**src/rtl/ps2_keycode_fifo.sv**
```systemverilog
// Buffers scan codes from the KFPS2KB receiver in a small FIFO and presents them
// to the XT-side port logic over valid/ready, counting codes lost to overflow.
module ps2_keycode_fifo #(
  parameter int DEPTH_LOG2 = 3,
  parameter int DROP_CNT_W = 8
) (
  input  logic                  clock,
  input  logic                  reset,
  input  logic                  kb_irq,
  input  logic [7:0]            kb_keycode,
  output logic                  kb_clear_keycode,
  output logic                  out_valid,
  output logic [7:0]            out_keycode,
  input  logic                  out_ready,
  output logic [DEPTH_LOG2:0]   fill_count,
  output logic                  overflow,
  output logic [DROP_CNT_W-1:0] drop_count,
  input  logic                  overflow_clear
);

  localparam int DEPTH = 1 << DEPTH_LOG2;

  typedef enum logic {IDLE, ACK} state_t;

  state_t                state;
  logic [7:0]            mem [DEPTH];
  logic [DEPTH_LOG2-1:0] wr_ptr;
  logic [DEPTH_LOG2-1:0] rd_ptr;
  logic                  capture;
  logic                  full;
  logic                  pop;
  logic                  push;
  logic                  drop;

  assign full        = (fill_count == (DEPTH_LOG2+1)'(DEPTH));
  assign out_valid   = (fill_count != '0);
  assign out_keycode = out_valid ? mem[rd_ptr] : 8'h00;
  assign pop         = out_valid && out_ready;
  assign capture     = (state == IDLE) && kb_irq;
  // A pop in the same cycle frees the slot, so a full FIFO can still accept.
  assign push        = capture && (!full || pop);
  assign drop        = capture && full && !pop;

  // Capture handshake: one push or drop per irq assertion, ack held until irq falls.
  always_ff @(negedge clock or posedge reset) begin
    if (reset) begin
      state            <= IDLE;
      kb_clear_keycode <= 1'b0;
    end else begin
      case (state)
        IDLE: begin
          if (kb_irq) begin
            state            <= ACK;
            kb_clear_keycode <= 1'b1;
          end
        end
        ACK: begin
          if (!kb_irq) begin
            state            <= IDLE;
            kb_clear_keycode <= 1'b0;
          end
        end
        default: begin
          state            <= IDLE;
          kb_clear_keycode <= 1'b0;
        end
      endcase
    end
  end

  always_ff @(negedge clock) begin
    if (push) mem[wr_ptr] <= kb_keycode;
  end

  always_ff @(negedge clock or posedge reset) begin
    if (reset) begin
      wr_ptr     <= '0;
      rd_ptr     <= '0;
      fill_count <= '0;
    end else begin
      if (push) wr_ptr <= wr_ptr + DEPTH_LOG2'(1);
      if (pop)  rd_ptr <= rd_ptr + DEPTH_LOG2'(1);
      case ({push, pop})
        2'b10:   fill_count <= fill_count + (DEPTH_LOG2+1)'(1);
        2'b01:   fill_count <= fill_count - (DEPTH_LOG2+1)'(1);
        default: fill_count <= fill_count;
      endcase
    end
  end

  // A drop in the same cycle as a clear wins, leaving a count of one.
  always_ff @(negedge clock or posedge reset) begin
    if (reset) begin
      overflow   <= 1'b0;
      drop_count <= '0;
    end else if (drop) begin
      overflow <= 1'b1;
      if (overflow_clear)
        drop_count <= DROP_CNT_W'(1);
      else if (drop_count != '1)
        drop_count <= drop_count + DROP_CNT_W'(1);
    end else if (overflow_clear) begin
      overflow   <= 1'b0;
      drop_count <= '0;
    end
  end

endmodule
```
**config.mk**
```make
export PLATFORM = sky130hd
export DESIGN_NAME = ps2_keycode_fifo
export DESIGN_NICKNAME = d
export VERILOG_FILES = /design/src/rtl/ps2_keycode_fifo.sv
export SDC_FILE = /design/constraint.sdc
export NUM_CORES = 1
export LEC_CHECK = 0
export ABC_AREA = 1
export CORE_AREA = 2 2 89 91
export CTS_CLUSTER_SIZE = 10
export DETAILED_ROUTE_END_ITERATION = 8
export DIE_AREA = 0 0 91 93
export MAX_ROUTING_LAYER = met4
export PLACE_DENSITY = 0.7
export SYNTH_ARGS = -nofsm -noshare
export SYNTH_HDL_FRONTEND = slang
export SYNTH_SLANG_ARGS = --single-unit
```
**constraint.sdc**
```tcl
create_clock -name clock -period 2.3 [get_ports clock]
set_clock_uncertainty 0.15 [all_clocks]
set_input_delay 0.345 -clock clock [delete_from_list [all_inputs] [get_ports clock]]
set_output_delay 0.345 -clock clock [all_outputs]
set_load 0.05 [all_outputs]
```
# [Word level (Yosys, flattened, before mapping)]
# Memories as Yosys holds them, arrays and structs flattened.
# Cells that the tools add are included.
[totals] ramBits=64 mem_bits_ro=0 regBits=21 mem_count=1 latch_bits=0
[memory_table] memory="mem" depth=8 width=8 read_ports=1 rd_clocked_by_memory_dff=0 wr=1 line_no="26" rtl="logic [7:0] mem [DEPTH];"
[classes] mux=14 multipliers=0 n_div=0 n_reduce_logical=14 shift=0 n_lt_le_gt_ge=0 add_sub_neg=5 bitwise_logic=1 eq_ne=6
[op_table] op="8-bit two-way mux" n=5
[op_table] op="8-bit by 1-bit adder with 8-bit output (second input constant)" n=1
[op_table] op="8-bit != test (second input constant)" n=1
[op_table] op="4-bit case mux with 2 select lines" n=1
[op_table] op="1-bit two-way mux" n=7
[op_table] op="3-bit by 1-bit adder with 3-bit output (second input constant)" n=2
[op_table] op="2-bit nonzero test" n=3
[op_table] op="1-bit logical AND" n=5
[op_table] op="4-bit by 1-bit adder with 4-bit output (second input constant)" n=1
[op_table] op="4-bit == test (second input constant)" n=1
[op_table] op="2-bit != test (second input constant)" n=2
[op_table] op="2-bit AND reduction" n=2
[op_table] op="4-bit nonzero test" n=1
[op_table] op="4-bit by 1-bit subtractor with 4-bit output (second input constant)" n=1
[op_table] op="2-bit by 1-bit == test with 1-bit output (second input constant)" n=1
[op_table] op="2-bit == test (second input constant)" n=1
[op_table] op="1-bit zero test" n=2
[op_table] op="1-bit case mux with 2 select lines" n=1
[op_table] op="1-bit logical OR" n=1
[op_table] op="1-bit inverter" n=1

# [Logic depth before layout (Yosys ltp)]
# Gate-level depths: netlist of run 1.
[depth] ltp_word=6 mapped_depth=12

==> results of run 1 <==
==> kinds of logic after synthesis <==
group,after synthesis
adders and majority gates,5
AOI/OAI and AO/OA,56
DFF,85
muxes,1
and+or+nand+nor,139
buffers and inverters,36
xor gates and xnor gates,7
==> report_power, final <==
| part | leakage, uW | switching (uW) | internal, uW |
|---|---|---|---|
| clock | 0.000448 | 958 | 593 |
| combinational | 0.00123 | 2290 | 1630 |
| sequential | 0.000846 | 126 | 1840 |
==> metrics by stage <==
stage	hold slack, ns	power, uW	worst slack (ns)	TNS, ns	area [um2]
3_3_place_gp	0.270	5170	-0.996	-91.92	4790
2_1_floorplan	0.237	4190	-0.902	-31.09	3860
3_5_place_dp	0.290	5250	-1.04	-95.17	4790
4_1_cts	0.296	7180	-1.21	-18.72	5610
6_report	0.339	7440	-1.24	-21.81	5810
5_1_grt	0.391	7830	-1.31	-24.36	5810
==> worst reg2reg max path, delay by kind of cell, from the launching register on <==
family | cells | cell delay, ns
xor+xnor | 1 | 0.14
simple gates | 6 | 0.52
fa+ha+maj | 1 | 0.15
buf+inv | 5 | 0.57
flops | 1 | 0.39
compound gates | 1 | 0.07
==> synth_stat cells (2+ instances only) <==
cell type / instances
nor2_1: 80
edfxtp_1: 64
nand2_1: 34
o21ai_0: 30
inv_1: 23
dfrtn_1: 21
o32ai_1: 16
nand3_1: 10
buf_2: 7
xor2_1: 7
ha_1: 5
clkbuf_1: 4
nand2_2: 3
nand3_2: 3
nor2_2: 3
a21oi_1: 2
a32o_1: 2
inv_2: 2
o21ai_1: 2
==> registers in the layout (all words and copies together), names as in the netlist <==
signal,count
kb_clear_keycode,1
wr_ptr,3
state,1
rd_ptr,3
overflow,1
mem,64
fill_count,4
drop_count,8
==> timing repair <==
item,CTS,global route
buffers inserted,21,11
endpoints found under the setup margin,107,71
gates cloned,2,0
endpoints found under the hold margin,0,0
pin swaps,23,25
gates resized for setup,64,35
==> cells in the final DEF (no fill, tap or decap), types with 3 or more instances in the layout <==
cell	count
nand3_2	6
nand2_2	10
buf_6	23
o21ai_1	9
nand2_1	21
buf_12	23
nor2_2	5
nand2_4	5
clkdlybuf4s50_1	9
inv_1	81
xor2_1	6
nor2_1	59
nand3_1	5
buf_4	44
dfrtn_1	21
clkbuf_8	9
o21ai_2	5
o21ai_0	18
inv_2	5
o32ai_2	5
ha_1	3
inv_4	3
o32ai_1	11
edfxtp_1	64
nor2_4	20
==> layout make-up <==
type | instances | share of cell area, %
well taps | 102 | 2.20
repair buffers | 104 | 20.9
clock inverters | 71 | 5.62
inverters | 24 | 1.64
clock buffers | 9 | 2.13
flip-flops and latches | 85 | 42.1
multi-input cells | 209 | 25.4
==> worst max path at each step <==
stage,cells past startpoint,slack (ns),startpoint,to
2_1_floorplan,5,-0.90,fill_count[0]$_DFFE_NP0P_,out_keycode[0]
3_3_place_gp,5,-1.0,kb_irq,mem[0][6]$_DFFE_NP_
3_5_place_dp,5,-1.04,kb_irq,mem[0][2]$_DFFE_NP_
4_1_cts,7,-1.21,rd_ptr[0]$_DFFE_NP0P_,out_keycode[3]
5_1_grt,7,-1.31,rd_ptr[0]$_DFFE_NP0P_,out_keycode[4]
6_report,7,-1.24,rd_ptr[0]$_DFFE_NP0P_,out_keycode[4]
==> routing by layer <==
metal | wire length [um] | GRT usage (%)
met5 | 0 | -
met4 | 182 | 9.97
met3 | 588 | 6.37
met2 | 5390 | 40.4
met1 | 4140 | 29.4
==> impl_metrics.tcl, run 1 <==
set metrics [dict create \
    gp_congestion 0.886 \
    critical_path_arrival_ns 3.05 \
    portBuffers 35 \
    fill_count 439 \
    ys_dominant_reg_cell "edfxtp_1" \
    cts_tree "built" \
    grt_setup_unrepaired "true" \
    synth.area.mux_share_pct 0.305 \
    final_max_slew_viol_count 0 \
    numCtsBuffers 9 \
    die_h_um 93 \
    reg2reg_setup_slack_ns 0.16 \
    critPathBufInv 3 \
    tritoncts_num_sinks 85 \
    number_of_max_capacitance_violations_reported 0 \
    grt_use_total_pct 24.6 \
    synth_top_area_cell "edfxtp_1" \
    multi_input_area_um2 1480 \
    floorplan.io_pins 36 \
    synth-edff-count 64 \
    synth.distinct_cells 30 \
    hold_viol_final 0 \
    antenna_cells_inserted 0 \
    fp.dieArea_um2 8460 \
    core.rowCount 32 \
    detailroute.via_count 3174 \
    finalWorstSetupSlack_ns -1.24 \
    pin_count_of_the_biggest_net_entering_global_routing 33 \
    synth.cell_area_um2 3690 \
    vdd.ir_drop.worst_uv 948 \
    crit_slowest_cell "dfrtn_1" \
    final_core_util_pct 77.1 \
    critical_path.startpoint_type "flip-flop" \
    timing.slew.headroom_pct 69.3 \
    ratio_of_total_power_to_cell_area_nw_per_um2 1280 \
    clock_insertion_delay_worst_skew_ns 0.35 \
    violations_in_the_final_reports "negative setup slack" \
    critical_path.reg2reg.endpoint "fill_count[2]$_DFFE_NP0P_" \
    antenna_found_initial 0 \
    post_synth.cell_area_avg_um2 11.2 \
    synth_top_family_by_area "simple AND/OR/NAND/NOR gates" \
    ys_seq_area_share_pct 66.4 \
    synth_top_cells_by_area "edfxtp_1, dfrtn_1, nor2_1" \
    crit_fanout 15 \
    drt_drc_violations_left 0 \
    gr-total-overflow 0 \
    cts_hold_repair.buffers 0 \
    critPathKind "flip-flop to output port" \
    power_leakage_uw 0.00252 \
    nets_in_the_synthesized_netlist 347 \
    worstHoldPathType "flip-flop to flip-flop" \
    post-place-cells 497 \
    synth_top_cell_area_share_pct 52.1 \
    hpwlAfterDp_um 5570 \
    synth-adder-area-share_pct 1.70 \
    detail_route.wl_per_cell_um 17.1 \
    final_cell_count_no_fill 604 \
    worst_slew_pin_slew_ns 0.461 \
    regToRegStartpoint "fill_count[1]$_DFFE_NP0P_" \
    post_layout_nets 515 \
    synth_xor_area_share_pct 1.66 \
    drt-vias-per-instance 5.25 \
    run_status "finished, violations left" \
    cts.reportedPaths.clkPinSlew_ns 0.07 \
    grt_first_pass_wirelength_um 15600 \
    setup_viol_count_final 98 \
    ctsHtreeMaxLevel 3 \
    cpPeakStageDelay_ns 0.40 \
    drt_iter0_drc 189 \
    crit_chain "buf_4 -> buf_16 -> o21ai_0 -> o32ai_2 -> o21ai_2 -> nor2_4 -> buf_6" \
    timing.critical_path.max_delay_family "compound AO/OA/AOI/OAI gates" \
    clockBufferDepth 2 \
    synthCells 329 \
    worst_hold_path.num_cells 1 \
    critical_path.endpoint_type "output port" \
    post_synth_and_or_nand_nor_area_fraction_pct 15.9 \
    floorplan.initialDensity_pct 49.0 \
    hold_path_startpoint "state$_DFF_NP0_" \
    r2r.worst_path.cells 14 \
    core_um2 7530 \
    synth_seq_cells 85 \
    yosys_warnings 0 \
    drt-total-wl_um 10300 \
    firstDrtPassIters 6 \
    min_to "kb_clear_keycode$_DFFE_NP0P_" \
    async_reset_ff_share_pct 24.7 \
    die_w_um 91 \
    clock_tree.root_cell "clkbuf_8" \
    area.sequential_um2 2450 \
    drive_gt1_share_pct 37.5 \
    drtAntennaViolNets 0 \
    layout-area-overhead-vs-synth_pct 57.4 \
    cp.required_ns 1.80 \
    synth_compound_area_share_pct 10.2 \
    number_of_global_route_vias_before_repair 3327 \
]
No activity file was read; power rests on OpenSTA's default activity.
==> run 2: changes to the inputs <==
Settings changed: CELL_PAD_IN_SITES_DETAIL_PLACEMENT from default to 1, CELL_PAD_IN_SITES_GLOBAL_PLACEMENT from default to 1, CORE_AREA 2 2 89 91 to 2 2 94 96, CTS_CLUSTER_DIAMETER from default to 60, DIE_AREA 0 0 91 93 to 0 0 96 98, PLACE_DENSITY 0.7 to 0.77.
==> run 2 against run 1 <==
The run now fails in global routing. Synthesized cell count unchanged. Area after synthesis stayed put.
==> impl_metrics.tcl, run 2 <==
set metrics [dict create \
    run_status "aborted with a tool error" \
    outcome.stop_stage "global routing" \
    error_line "[ERROR DPL-0033] detailed placement checks failed during check placement." \
    gp_congestion 0.809 \
    synth_top_cells_by_area "edfxtp_1, dfrtn_1, nor2_1" \
    ys_dominant_reg_cell "edfxtp_1" \
    post_synth.cell_area_avg_um2 11.2 \
    clock_tree.root_cell "clkbuf_8" \
    core.rowCount 34 \
    numCtsBuffers 9 \
    die_h_um 98 \
    synth_seq_cells 85 \
    portBuffers 35 \
    clockBufferDepth 2 \
    list_of_most_frequent_post_synthesis_cells "nor2_1, edfxtp_1, nand2_1" \
    cts_hold_repair.buffers 0 \
    synthMostInstantiatedCell "nor2_1" \
    synth.distinct_cells 30 \
    ys_seq_area_share_pct 66.4 \
    nets_in_the_synthesized_netlist 347 \
    hpwlAfterDp_um 7120 \
    synth_top_cell_area_share_pct 52.1 \
    ctsHtreeMaxLevel 3 \
    crit_endpoint "out_keycode[2]" \
    yosys_warnings 0 \
    async_reset_ff_share_pct 24.7 \
    antenna_found_initial 0 \
    tritoncts_num_sinks 85 \
    pin_count_of_the_biggest_net_entering_global_routing 34 \
    synthCells 329 \
    synth.cell_area_um2 3690 \
    floorplan.initialDensity_pct 43.6 \
    timing.worst_endpoint.kind "top-level output" \
    synth_top_area_cell "edfxtp_1" \
    synth-edff-count 64 \
    die_w_um 96 \
    floorplan.io_pins 36 \
]
## run 2: cell counts after synthesis
Identical to the previous run, type by type.
## run 2: timing repair
item | 4_1_cts
gates cloned | 6
endpoints found under the setup margin | 107
gates resized for setup | 162
buffers inserted | 30
pin swaps | 61
endpoints found under the hold margin | 0
## run 2: kinds of logic after synthesis
logic type	after synthesis	share of synthesized area (%)
AND/OR/NAND/NOR	139	15.9
multiplexers	1	0.305
AO/OA/AOI/OAI	56	10.2
flip-flops	85	66.3
adder cells (fa/ha/maj)	5	1.70
buffers and inverters	36	3.90
XOR/XNOR	7	1.66
## run 2: per-stage QoR
step	area [um2]	TNS (ns)	utilization, %	setup WS [ns]	cells
global placement	4770	-94.20	56.4	-0.958	498
detailed placement	4770	-100.02	56.4	-1.03	498
CTS	6210	-19.36	73.4	-1.24	611
floorplan	3860	-31.09	-	-0.902	329
==> run 3: changes to the inputs <==
Settings changed: CELL_PAD_IN_SITES_DETAIL_PLACEMENT 1 to default, CELL_PAD_IN_SITES_GLOBAL_PLACEMENT 1 to default, CORE_AREA 2 2 94 96 to 2 2 106 108, CTS_CLUSTER_DIAMETER 60 to default, CTS_CLUSTER_SIZE 10 to default, DIE_AREA 0 0 96 98 to 0 0 108 110, MAX_ROUTING_LAYER met4 to default, PLACE_DENSITY 0.77 to default, PLACE_DENSITY_LB_ADDON from default to 0.15.
==> run 3 against run 2 <==
The flow now finishes, with violations (negative setup slack).
==> impl_metrics.tcl, run 3 (synthesis gave the netlist of run 1 again) <==
set metrics [dict create \
    tritoncts_num_sinks 85 \
    critical_path.reg2reg.endpoint "mem[6][1]$_DFFE_NP_" \
    worstHoldPathType "flip-flop to flip-flop" \
    crit_cells 7 \
    reg2reg_setup_slack_ns 0.31 \
    setup_viol_count_final 65 \
    antenna_found_initial 0 \
    drt_iter0_drc 128 \
    r2r.worst_path.cells 8 \
    fp.dieArea_um2 11900 \
    worst_slew_pin_slew_ns 0.397 \
    crit_start "rd_ptr[0]$_DFFE_NP0P_" \
    commonest_cells_after_routing_fill_and_taps_aside "inv_1, edfxtp_1, nor2_1" \
    timing.critical_path.max_delay_family "flip-flops" \
    crit_fanout 12 \
    crit_chain "inv_2 -> buf_12 -> nor2_1 -> o32ai_2 -> o21ai_1 -> nor2_4 -> buf_6" \
    critical_path_arrival_ns 2.96 \
    cts_tree "built" \
    portBuffers 35 \
    final_max_slew_viol_count 0 \
    core.rowCount 38 \
    critical_path.endpoint_type "output port" \
    final_core_util_pct 54.0 \
    numCtsBuffers 9 \
    regToRegStartpoint "fill_count[2]$_DFFE_NP0P_" \
    drt-vias-per-instance 4.77 \
    hold_viol_final 0 \
    clockBufferDepth 2 \
    detailroute.via_count 3012 \
    core_um2 10700 \
    cp.required_ns 1.80 \
    clock_insertion_delay_worst_skew_ns 0.34 \
    grt_use_total_pct 15.7 \
    firstDrtPassIters 4 \
    grt_setup_unrepaired "true" \
    ctsHtreeMaxLevel 3 \
    floorplan.initialDensity_pct 34.5 \
    number_of_global_route_vias_before_repair 3107 \
    floorplan.io_pins 36 \
    timing.slew.headroom_pct 73.5 \
    die_h_um 110 \
    vdd.ir_drop.worst_uv 921 \
    crit_end "out_keycode[3]" \
    drtAntennaViolNets 0 \
    number_of_max_capacitance_violations_reported 0 \
    critical_path.startpoint_type "flip-flop" \
    cts.reportedPaths.clkPinSlew_ns 0.06 \
    drt_drc_violations_left 0 \
    violations_in_the_final_reports "negative setup slack" \
    layout-area-overhead-vs-synth_pct 56.5 \
    gp_congestion 0.793 \
    reg.largest.list "mem (64), drop_count (8), fill_count (4)" \
    antenna_cells_inserted 0 \
    crit_slowest_cell "dfrtn_1" \
    largest_register "mem" \
    gr-total-overflow 0 \
    post_layout_nets 505 \
    cpPeakStageDelay_ns 0.47 \
    grt_first_pass_wirelength_um 14000 \
    drive_gt1_share_pct 36.2 \
    hpwlAfterDp_um 5850 \
    critPathBufInv 3 \
    critPathKind "flip-flop to output port" \
    run_status "finished, violations left" \
    die_w_um 108 \
    ratio_of_total_power_to_cell_area_nw_per_um2 1280 \
    largest_reg_flops 64 \
    power_leakage_uw 0.00247 \
    pin_count_of_the_biggest_net_entering_global_routing 31 \
    detail_route.wl_per_cell_um 14.5 \
    fin_setup_tns_ns -17.86 \
    clock_tree.root_cell "clkbuf_8" \
    drt-total-wl_um 9180 \
    mostFrequentLayoutCell "inv_1" \
    cts_hold_repair.buffers 0 \
    finalWorstSetupSlack_ns -1.15 \
]
==> run 3: worst min path at each step <==
| stage | from | end | slack [ns] | cells after the start |
|---|---|---|---|---|
| finish | state$_DFF_NP0_ | kb_clear_keycode$_DFFE_NP0P_ | 0.29 | 1 |
| global route | state$_DFF_NP0_ | kb_clear_keycode$_DFFE_NP0P_ | 0.34 | 1 |
| CTS | state$_DFF_NP0_ | kb_clear_keycode$_DFFE_NP0P_ | 0.31 | 1 |
| detailed placement | state$_DFF_NP0_ | kb_clear_keycode$_DFFE_NP0P_ | 0.30 | 1 |
| global placement | state$_DFF_NP0_ | kb_clear_keycode$_DFFE_NP0P_ | 0.27 | 1 |
| floorplan | state$_DFF_NP0_ | kb_clear_keycode$_DFFE_NP0P_ | 0.24 | 1 |
==> run 3: power breakdown <==
group / internal, uW / switching, uW / total, uW
registers: 1850 / 113 / 1960
logic: 1750 / 2270 / 4020
clock network: 549 / 841 / 1390
==> run 3: metrics by stage <==
stage	total power, uW	instances	setup WS [ns]	hold WS, ns	cell area (um2)
6_report	7370	632	-1.15	0.289	5770
3_5_place_dp	5410	539	-1.00	0.302	4890
4_1_cts	6970	621	-1.17	0.308	5500
2_1_floorplan	4190	329	-0.902	0.237	3860
3_3_place_gp	5390	539	-0.976	0.271	4890
5_1_grt	7830	632	-1.23	0.344	5770
==> run 3: worst register-to-register path, cell delays in order (launching register included) <==
cell and delay, ns:
dfrtn_1 0.45, buf_6 0.13, buf_4 0.11, buf_4 0.13
nor2_4 0.05, nand3_4 0.09, nand2_4 0.07, or2_4 0.29
nor2_4 0.25
==> run 3: metal layers <==
| metal | part of all wire (%) | up-vias | global-route usage, % | wire (um) |
|---|---|---|---|---|
| li1 | - | 1470 | - | - |
| met1 | 41 | 1455 | 17.7 | 3730 |
| met4 | 2.4 | 0 | 7.60 | 223 |
| met5 | 0 | - | 0 | 0 |
| met3 | 4.3 | 19 | 4.35 | 391 |
| met2 | 53 | 68 | 27.7 | 4840 |
==> run 3: layout make-up <==
class	count	area [um2]
fillers	965	4930
flip-flops and latches	85	2450
multi-input cells	209	1490
repair buffers	94	1150
clock inverters	71	295
well taps	140	175
clock buffers	9	124
inverters	24	95.1
==> run 3: what timing repair did <==
action                                  CTS  global route
pin swaps                                20            22
gates cloned                              1             1
setup buffers                             2            12
resized for setup                        51            43
endpoints found under the setup margin  107            83
